===== src/rtl/accel_arbiter.sv =====
// Round-robin arbiter that shares one accelerator among four requesters.
// Handles one operation at a time, with a timeout while waiting for acc_done.
module accel_arbiter #(
    parameter int W       = 16,
    parameter int TIMEOUT = 255
) (
    input  logic           clk,
    input  logic           rst,
    input  logic [3:0]     req,
    input  logic [4*W-1:0] req_data,
    output logic [3:0]     ack,
    output logic           acc_start,
    output logic [W-1:0]   acc_x,
    input  logic           acc_done,
    input  logic [W-1:0]   acc_result,
    output logic           resp_valid,
    output logic [1:0]     resp_id,
    output logic [W-1:0]   resp_data,
    output logic           resp_err,
    output logic           busy
);

    localparam logic [7:0] TO_LIMIT = 8'(TIMEOUT);

    typedef enum logic [1:0] {
        IDLE   = 2'd0,
        LAUNCH = 2'd1,
        WAIT   = 2'd2,
        RESP   = 2'd3
    } state_t;

    state_t     state, state_nxt;
    logic [1:0] ptr;
    logic [1:0] gnt_id;
    logic [7:0] cnt;
    logic [1:0] sel_id;
    logic       sel_vld;
    logic [1:0] idx;
    logic       timeout_hit;

    // Grant search starts at ptr and wraps modulo 4.
    always_comb begin
        sel_vld = 1'b0;
        sel_id  = ptr;
        idx     = '0;
        for (int unsigned i = 0; i < 4; i++) begin
            idx = ptr + 2'(i);
            if (!sel_vld && req[idx]) begin
                sel_vld = 1'b1;
                sel_id  = idx;
            end
        end
    end

    assign timeout_hit = (cnt == TO_LIMIT);

    always_comb begin
        state_nxt = state;
        case (state)
            IDLE:    if (sel_vld) state_nxt = LAUNCH;
            LAUNCH:  state_nxt = WAIT;
            WAIT:    if (acc_done || timeout_hit) state_nxt = RESP;
            RESP:    state_nxt = IDLE;
            default: state_nxt = IDLE;
        endcase
    end

    always_ff @(posedge clk or posedge rst) begin
        if (rst) begin
            state     <= IDLE;
            ptr       <= '0;
            gnt_id    <= '0;
            cnt       <= '0;
            acc_x     <= '0;
            resp_data <= '0;
            resp_err  <= 1'b0;
        end else begin
            state <= state_nxt;
            case (state)
                IDLE: begin
                    if (sel_vld) begin
                        gnt_id <= sel_id;
                        acc_x  <= req_data[int'(sel_id)*W +: W];
                        ptr    <= sel_id + 2'd1;
                    end
                end
                LAUNCH: cnt <= '0;
                WAIT: begin
                    // acc_done takes priority over a simultaneous timeout
                    if (acc_done) begin
                        resp_data <= acc_result;
                        resp_err  <= 1'b0;
                    end else if (timeout_hit) begin
                        resp_data <= '0;
                        resp_err  <= 1'b1;
                    end else begin
                        cnt <= cnt + 8'd1;
                    end
                end
                default: ;
            endcase
        end
    end

    assign acc_start  = (state == LAUNCH);
    assign ack        = (state == LAUNCH) ? (4'b0001 << gnt_id) : '0;
    assign resp_valid = (state == RESP);
    assign resp_id    = gnt_id;
    assign busy       = (state != IDLE);

    a_ack_onehot: assert property (@(posedge clk) disable iff (rst) $onehot0(ack));
    a_ack_start:  assert property (@(posedge clk) disable iff (rst) (ack != '0) == acc_start);
    a_cnt_range:  assert property (@(posedge clk) disable iff (rst) cnt <= TO_LIMIT);

endmodule


===== config.mk =====
export PLATFORM = sky130hd
export DESIGN_NAME = accel_arbiter
export DESIGN_NICKNAME = d
export VERILOG_FILES = /design/src/rtl/accel_arbiter.sv
export SDC_FILE = /design/constraint.sdc
export NUM_CORES = 1
export LEC_CHECK = 0
export ABC_AREA = 1
export CAP_MARGIN = 20
export CORE_ASPECT_RATIO = 0.8
export CORE_MARGIN = 2
export CORE_UTILIZATION = 46
export DETAILED_ROUTE_END_ITERATION = 8
export GPL_ROUTABILITY_DRIVEN = 0
export PLACE_DENSITY = 0.91
export SLEW_MARGIN = 10
export SYNTH_ARGS = -nofsm -noshare
export SYNTH_HDL_FRONTEND = slang
export SYNTH_SLANG_ARGS = --single-unit
export TNS_END_PERCENT = 30

===== constraint.sdc =====
create_clock -name clk -period 2.5 [get_ports clk]
set_input_delay 0.5 -clock clk [delete_from_list [all_inputs] [get_ports clk]]
set_output_delay 0.5 -clock clk [all_outputs]
set_load 0.02 [all_outputs]

# --- Yosys cells after proc, flatten, opt, wreduce, memory -nomap -nowiden ---
# Index checks and enable logic that the tools add are counted.
classes:
  n_lt_le_gt_ge: 4
  shift: 2
  reduce_logical: 15
  n_mux: 26
  eq_ne: 8
  add_sub_neg: 5
ops:
  columns: ["operator", "n"]
  rows:
  - ["variable part select 64 x 7 -> 16 bit", 1]
  - ["two-way mux 16 bit", 2]
  - ["two-way mux 8 bit", 2]
  - ["one-hot mux 8 bit (2 select lines)", 1]
  - ["less-than comparator 2 x 3 -> 1 bit, second input constant", 4]
  - ["two-way mux 1 bit", 10]
  - ["two-way mux 2 bit", 5]
  - ["adder 8 x 1 -> 8 bit, second input constant", 1]
  - ["binary-select mux 1 bit (select 2 bit)", 4]
  - ["equality test 8 bit, second input constant", 1]
  - ["inequality test 2 bit, second input constant", 4]
  - ["one-hot mux 2 bit (4 select lines)", 1]
  - ["AND reduction 2 bit", 3]
  - ["nonzero test 2 bit", 3]
  - ["adder 2 x 1 -> 2 bit, second input constant", 2]
  - ["adder 2 bit, second input constant", 2]
  - ["equality test 2 bit, second input constant", 2]
  - ["two-way mux 4 bit", 1]
  - ["<< shifter 1 x 2 -> 4 bit, first input constant", 1]
  - ["logical AND 1 bit", 3]
  - ["logical NOT 1 bit", 3]
  - ["AND reduction 3 bit", 1]
  - ["equality test 2 x 1 -> 1 bit, second input constant", 1]
  - ["logical NOT 2 bit", 1]
  - ["logical OR 1 bit", 1]
totals:
  out_inout_bits: 42
  elab_cells: 67
  ff_bits: 47
  input_bits: 87

# --- Longest topological paths before layout ---
# Gate-level depths: netlist of run 1.
depth:
  depth_word: 14
  mapped_depth: 18
  mapped_depth_nobuf: 16

# --- Worst setup path after synthesis of run 1 ---
# Ideal clock, no wire load.
synth_timing:
  path_type: "register to output"
  startpoint: "reg state[1]"
  endpoint: "out ack[0]"
  arrival_ps: 1314
  t_required_ps: 2000
  stages_incl_launch_ff: 5
  n_path_buf: 0
  path_slack_ps: 686
  path_cell_list: "dfrtp_1 > inv_1 > ha_1 > inv_1 > nor3_1"
synth_between:
  elab_chain_len: 2
synth_rtl:
  columns: ["element", "line_no", "rtl"]
  rows:
  - ["from (decl)", "32", "state_t state, state_nxt;"]
  - ["from (signal assigned)", "78", "state <= state_nxt;"]
  - ["equality test 2 x 1 -> 1 bit", null, null]
  - ["named net acc_start", "12", "output logic acc_start,"]
  - ["two-way mux 4 bit", "106", "assign ack = (state == LAUNCH) ? (4'b0001 << gnt_id) : '0;"]
  - ["to (decl)", "11", "output logic [3:0] ack,"]
# The timed path passes the listed nets, and every way through them passes these cells.

# --- Worst setup path in the final report of run 1 ---
layout_timing:
  startpoint: "reg state[1]"
  endpoint: "out ack[0]"
layout_between:
  elab_chain_len: 2
layout_rtl:
  columns: ["element", "line_no"]
  rows:
  - ["equality test 2 x 1 -> 1 bit", "106"]
  - ["two-way mux 4 bit", "106"]
# No other way between the ends.

==> results of run 1 <==
==> layer usage <==
metal | track usage [%] | vias up
met2 | 40.9 | 167
li1 | - | 1631
met1 | 27.4 | 1422
met3 | 6.88 | 15
met4 | 7.10 | 0
met5 | 0 | -
==> where the power goes <==
group | switching (µW) | internal (µW)
combinational | 2660 | 1650
clock | 263 | 200
sequential | 221 | 1080
==> sequential cells by signal, indices dropped and copies added, names as in the netlist <==
signal and cells:
resp_err 1, resp_id 2, cnt 8, ptr 2, state 2, resp_data 16
acc_x 16
==> Yosys cell counts (5+ instances only) <==
| cell type | number | share of area, % |
|---|---|---|
| nand2_1 | 211 | 26 |
| buf_2 | 7 | 1.2 |
| nand2_2 | 11 | 2.3 |
| dfrtp_1 | 47 | 39 |
| ha_1 | 5 | 2.1 |
| o21ai_0 | 5 | 0.82 |
| a22o_1 | 16 | 4.6 |
| nand3_1 | 49 | 8.1 |
| a21oi_1 | 5 | 0.82 |
| nand2_4 | 5 | 1.9 |
| nor2_1 | 8 | 0.99 |
| nor3_1 | 8 | 1.3 |
| inv_1 | 23 | 2.8 |
==> critical path: cells and delay by family (launching register included) <==
family                     cells  cell delay [ps]
and+or+nand+nor                1              160
buffers and inverters          3              820
DFF                            1              410
adders and majority gates      1              180
==> final timing paths <==
path / endpoint / startpoint
max in group asynchronous: cnt[1] / rst
min reg2reg: acc_x[4] / acc_x[4]
min: acc_x[4] / acc_x[4]
max: ack[0] / state[1]
max reg2reg: acc_x[0] / ptr[0]
min in group asynchronous: resp_data[12] / rst
==> cell families after synthesis <==
logic type | share of synthesized area, %
buffers and inverters | 7.66
adders and majority gates | 2.06
and+or+nand+nor | 43.8
AOI/OAI and AO/OA | 7.82
DFF | 38.7
==> per-stage QoR <==
| step | power, µW | utilization (%) | setup WS [ps] | cells | hold WS [ps] |
|---|---|---|---|---|---|
| finish | 6070 | 69.9 | 128 | 641 | 486 |
| detailed placement | 5590 | 68.5 | 32.8 | 633 | 465 |
| global route | 6650 | 69.9 | 10.2 | 641 | 512 |
| global placement | 5450 | 68.5 | 116 | 633 | 466 |
| floorplan | 4400 | - | 686 | 433 | 502 |
| CTS | 6080 | 69.9 | 88.6 | 641 | 488 |
==> final cells by class <==
class	instances	area share (%)
clock inverters	3	0.561
flip-flops and latches	47	26.4
clock buffers	5	1.54
inverters	28	2.41
multi-input cells	339	36.6
well taps	84	2.36
repair buffers	135	30.2
==> metrics.txt, run 1 <==
Fill cells 533; Sink Count 47; Post-synth top flop dfrtp_1; Placed Instance Area 4370 µm²; vias post-DR 3235; setup_tns 0 ps; clk slew on worst S/H paths 90 ps; Die ar. 7280 µm²; H-tree Lvls 2; Mapped Cells 433; final instance area 4460 µm²; Initial Util 47.7%; worst reg-to-reg path cell count 15; RSZ-0062 raised after global routing false; metal1 wirelength 3380 µm; commonest non-fill, non-tap cell in the layout nand2_1; fin crit share 94.9%; r2r setup slk 300 ps; Multi-input gate area 1630 µm²; Layout area overhead 46.7%; Resized Gates After CTS 0; port bufs 128; # diodes 0; cell area after technology mapping 3040 µm²; Arr. time, crit path 1870 ps; CP Launch Type register; total gr overflow 0; IO Pins 129; row cnt 26; final hold vios 0; nets 648; Hold Path Depth 2; register area 1180 µm²; CTS tree done; post-synthesis async set-or-reset flop share 100%; CTS Buf Count 5; postcts setup bufs 0; crit path time final 2370 ps; clock buffer depth 2; WP data required 2000 ps; clock root buffer clkbuf_8; cts hold-fix bufs 0; crit path max fanout 4; VDD IR max 0.000747 V; first-pass GRT wire length 13600 µm; max_slew headroom 62.3%; post-route ant nets 0; Final Skew 8.41 ps; Met2 Wirelength 4070 µm; yosys warns 0; leak pwr 0.00222 µW; number of global-route vias before repair 3104; Die Wd 94.9 µm; Post-DP HPWL 6580 µm; Slowest cell on crit path clkdlybuf4s50_1; crit-path cells inv_1 > ha_1 > inv_1 > nor3_1 > clkdlybuf4s50_1; syn nets 525; post-synthesis register bit count 47; status finished, final reports clean; endpoints failing setup 0; Skew-Pair Late Insertion Delay 300 ps; commonest cells after routing, fill and taps aside nand2_1, clkdlybuf4s50_1, nand3_1, dfrtp_1, inv_1; share of cells above drive strength 1 7.54%; Mapped Avg Cell Area 7.02 µm²; CP Capture Type primary output; Core ar. 6380 µm²; TritonRoute pass-1 iters 4; initial antenna violation count 0; Fmax achieved 0.422 GHz; drt drc 0; initial drt markers 162; Top Layer Used met4; kind of critical path reg -> out; met3 wire len 900 µm; Critical Path Max Stage Delay 640 ps; Worst Tran Pin Value 565 ps; Unique masters post-synth 31; min-delay worst type reg -> reg; Avg Vias per Cell 5.05; GRT Util Overall 23.4%; DIE HEIGHT 76.7 µm; routed wire length 8490 µm; Post-synth EDFFs 0; power density over cell area 1360 nW/µm²; CP most frequent cell inv_1; Max Cap Violations 0; post-synthesis sequential area ratio 38.7%; largest net degree at the start of global routing 48; post-DR wirelength/cell 13.2 µm; final-report max-slew violation count 0
Power figures use the tool's default switching activity.
==> inputs of run 2 (changes only) <==
--- a/config.mk
+++ b/config.mk
@@ -9,10 +9,11 @@
 export CAP_MARGIN = 20
 export CORE_ASPECT_RATIO = 0.8
 export CORE_MARGIN = 2
-export CORE_UTILIZATION = 46
+export CORE_UTILIZATION = 55
 export DETAILED_ROUTE_END_ITERATION = 8
+export DONT_BUFFER_PORTS = 1
 export GPL_ROUTABILITY_DRIVEN = 0
-export PLACE_DENSITY = 0.91
+export PLACE_DENSITY = 0.75
 export SLEW_MARGIN = 10
 export SYNTH_ARGS = -nofsm -noshare
 export SYNTH_HDL_FRONTEND = slang
==> metrics.txt, run 2 (same netlist as run 1, synthesis figures left out) <==
Avg Vias per Cell 5.57 (was 5.05); setup_tns 0 ps (unchanged); first-pass GRT wire length 12100 µm (was 13600 µm); share of cells above drive strength 1 11.1% (was 7.54%); status finished, final reports clean (unchanged); drt drc 0 (unchanged); number of global-route vias before repair 2584 (was 3104); # diodes 0 (unchanged); kind of critical path reg -> reg (was reg -> out); register area 1180 µm² (about the same); final instance area 3190 µm² (was 4460 µm²); IO Pins 129 (unchanged); postcts setup bufs 0 (unchanged); Max Cap Violations 0 (unchanged); WP data required 2740 ps (was 2000 ps); max_slew headroom 67.8% (was 62.3%); Tot Pwr 5400 µW (was 6070 µW); vias post-DR 2777 (was 3235); port bufs 0 (was 128); total gr overflow 0 (unchanged); Post-DP HPWL 5600 µm (was 6580 µm); Resized Gates After CTS 0 (unchanged); Largest regs acc_x x16, resp_data x16, cnt x8 (unchanged); post-DR wirelength/cell 14.9 µm (was 13.2 µm); DIE HEIGHT 70.5 µm (was 76.7 µm); min-delay worst type in -> async (was reg -> reg); post-route ant nets 0 (unchanged); initial antenna violation count 0 (unchanged); endpoints failing setup 0 (unchanged); VDD IR max 0.000636 V (was 0.000747 V); commonest cells after routing, fill and taps aside nand2_1, nand3_1, dfrtp_1, inv_1, a22o_1 (was nand2_1, clkdlybuf4s50_1, nand3_1, dfrtp_1, inv_1); power density over cell area 1690 nW/µm² (was 1360 nW/µm²); clock root buffer clkbuf_8 (unchanged); commonest non-fill, non-tap cell in the layout nand2_1 (unchanged); final hold vios 0 (unchanged); TritonRoute pass-1 iters 4 (unchanged); initial drt markers 209 (was 162); GRT Util Overall 24.9% (was 23.4%); Placed Cells 491 (was 633); fin crit share 90.3% (was 94.9%); Worst Tran Pin Value 483 ps (was 565 ps); H-tree Lvls 2 (unchanged); leak pwr 0.00175 µW (was 0.00222 µW); Die Wd 87.1 µm (was 94.9 µm); crit path time final 2260 ps (was 2370 ps); final hold slack 26.8 ps (was 486 ps); CP Launch Type register (unchanged); worst reg-to-reg path cell count 16 (was 15); CTS Buf Count 5 (unchanged); RSZ-0062 raised after global routing false (unchanged); Layout area overhead 5.10% (was 46.7%); CP Capture Type register (was primary output); Initial Util 56.2% (was 47.7%); clock buffer depth 2 (unchanged); Die ar. 6140 µm² (was 7280 µm²); Cell Count, Final, Fillers Out 499 (was 641); Skew-Pair Late Insertion Delay 300 ps (about the same); routed wire length 7440 µm (was 8490 µm); crit path max fanout 19 (was 4); row cnt 24 (was 26); Placed Instance Area 3090 µm² (was 4370 µm²); Arr. time, crit path 2500 ps (was 1870 ps); Core ar. 5410 µm² (was 6380 µm²); clk slew on worst S/H paths 90 ps (about the same); largest net degree at the start of global routing 35 (was 48); cts hold-fix bufs 0 (unchanged); nets 525 (was 648); Fmax achieved 0.443 GHz (was 0.422 GHz); final-report max-slew violation count 0 (unchanged); CTS tree done (unchanged); Sink Count 47 (unchanged); Multi-input gate area 1640 µm² (was 1630 µm²); Fill cells 526 (was 533); Final Skew 8.28 ps (was 8.41 ps)
==> run 2: cell count changes in the layout (fill, tap and decap cells not counted), sizes merged <==
| cell | change |
|---|---|
| clkbuf | +1 |
| clkdlybuf4s50 | -128 |
| buf | +5 |
| clkinv | -1 |
==> run 2: critical path: stages (launching register included) <==
cell and delay (ps):
dfrtp_2 510, inv_2 180, nand2_1 80, nand2_2 110
nand2_1 100, nand2_4 110, nand2_1 80, nand2_1 80
nand2_2 60, nand2_4 190, buf_4 250, nand3_1 80
nand2_1 90, nand2_1 50, nand2_1 70, nand2_1 50
nand2_1 70
==> run 2: per-layer routing <==
metal / wire length (µm) / up-vias / part of all wire, % / global-route usage, %
li1: - / 1384 / - / -
met1: 3330 / 1259 / 45 / 36.8
met2: 3390 / 124 / 46 / 35.9
met3: 606 / 10 / 8.1 / 7.45
met4: 108 / 0 / 1.5 / 6.50
met5: 0 / - / 0 / 0
==> run 2: path summary, 6_finish.rpt <==
kind / from / to / slack (ps)
max in group asynchronous: rst / acc_x[5] / 1920
hold / removal: rst / resp_err / 30
setup / recovery: ptr[0] / acc_x[8] / 240
hold reg to reg: cnt[7] / cnt[7] / 560
setup reg to reg: ptr[0] / acc_x[8] / 240
min in group clk: acc_done / resp_err / 300
==> run 2: layout make-up <==
| cell class | count | area share (%) |
|---|---|---|
| multi-input cells | 339 | 51.3 |
| inverters | 28 | 3.37 |
| repair buffers | 12 | 2.82 |
| clock buffers | 6 | 2.59 |
| clock inverters | 2 | 0.509 |
| flip-flops and latches | 47 | 36.9 |
| well taps | 65 | 2.55 |
==> run 2: per-stage QoR <==
step           util, %  setup WS (ps)
2_1_floorplan        -            686
3_3_place_gp      57.1            210
3_5_place_dp      57.1            158
4_1_cts           58.9            146
5_1_grt           59.1           34.5
6_report          59.1            242
==> run 2: where the power goes <==
part	total [µW]	switching, µW	leakage (µW)	internal (µW)
registers	1700	618	0.000595	1080
clock network	485	259	0.0000474	226
logic	3210	2170	0.00111	1040
total	5400	3050	0.00175	2350
==> inputs of run 3 (changes only) <==
--- a/config.mk
+++ b/config.mk
@@ -6,7 +6,6 @@
 export NUM_CORES = 1
 export LEC_CHECK = 0
 export ABC_AREA = 1
-export CAP_MARGIN = 20
 export CORE_ASPECT_RATIO = 0.8
 export CORE_MARGIN = 2
 export CORE_UTILIZATION = 55
==> results of run 3 <==
No change in the layout: final DEF, timing and power equal those of run 2.
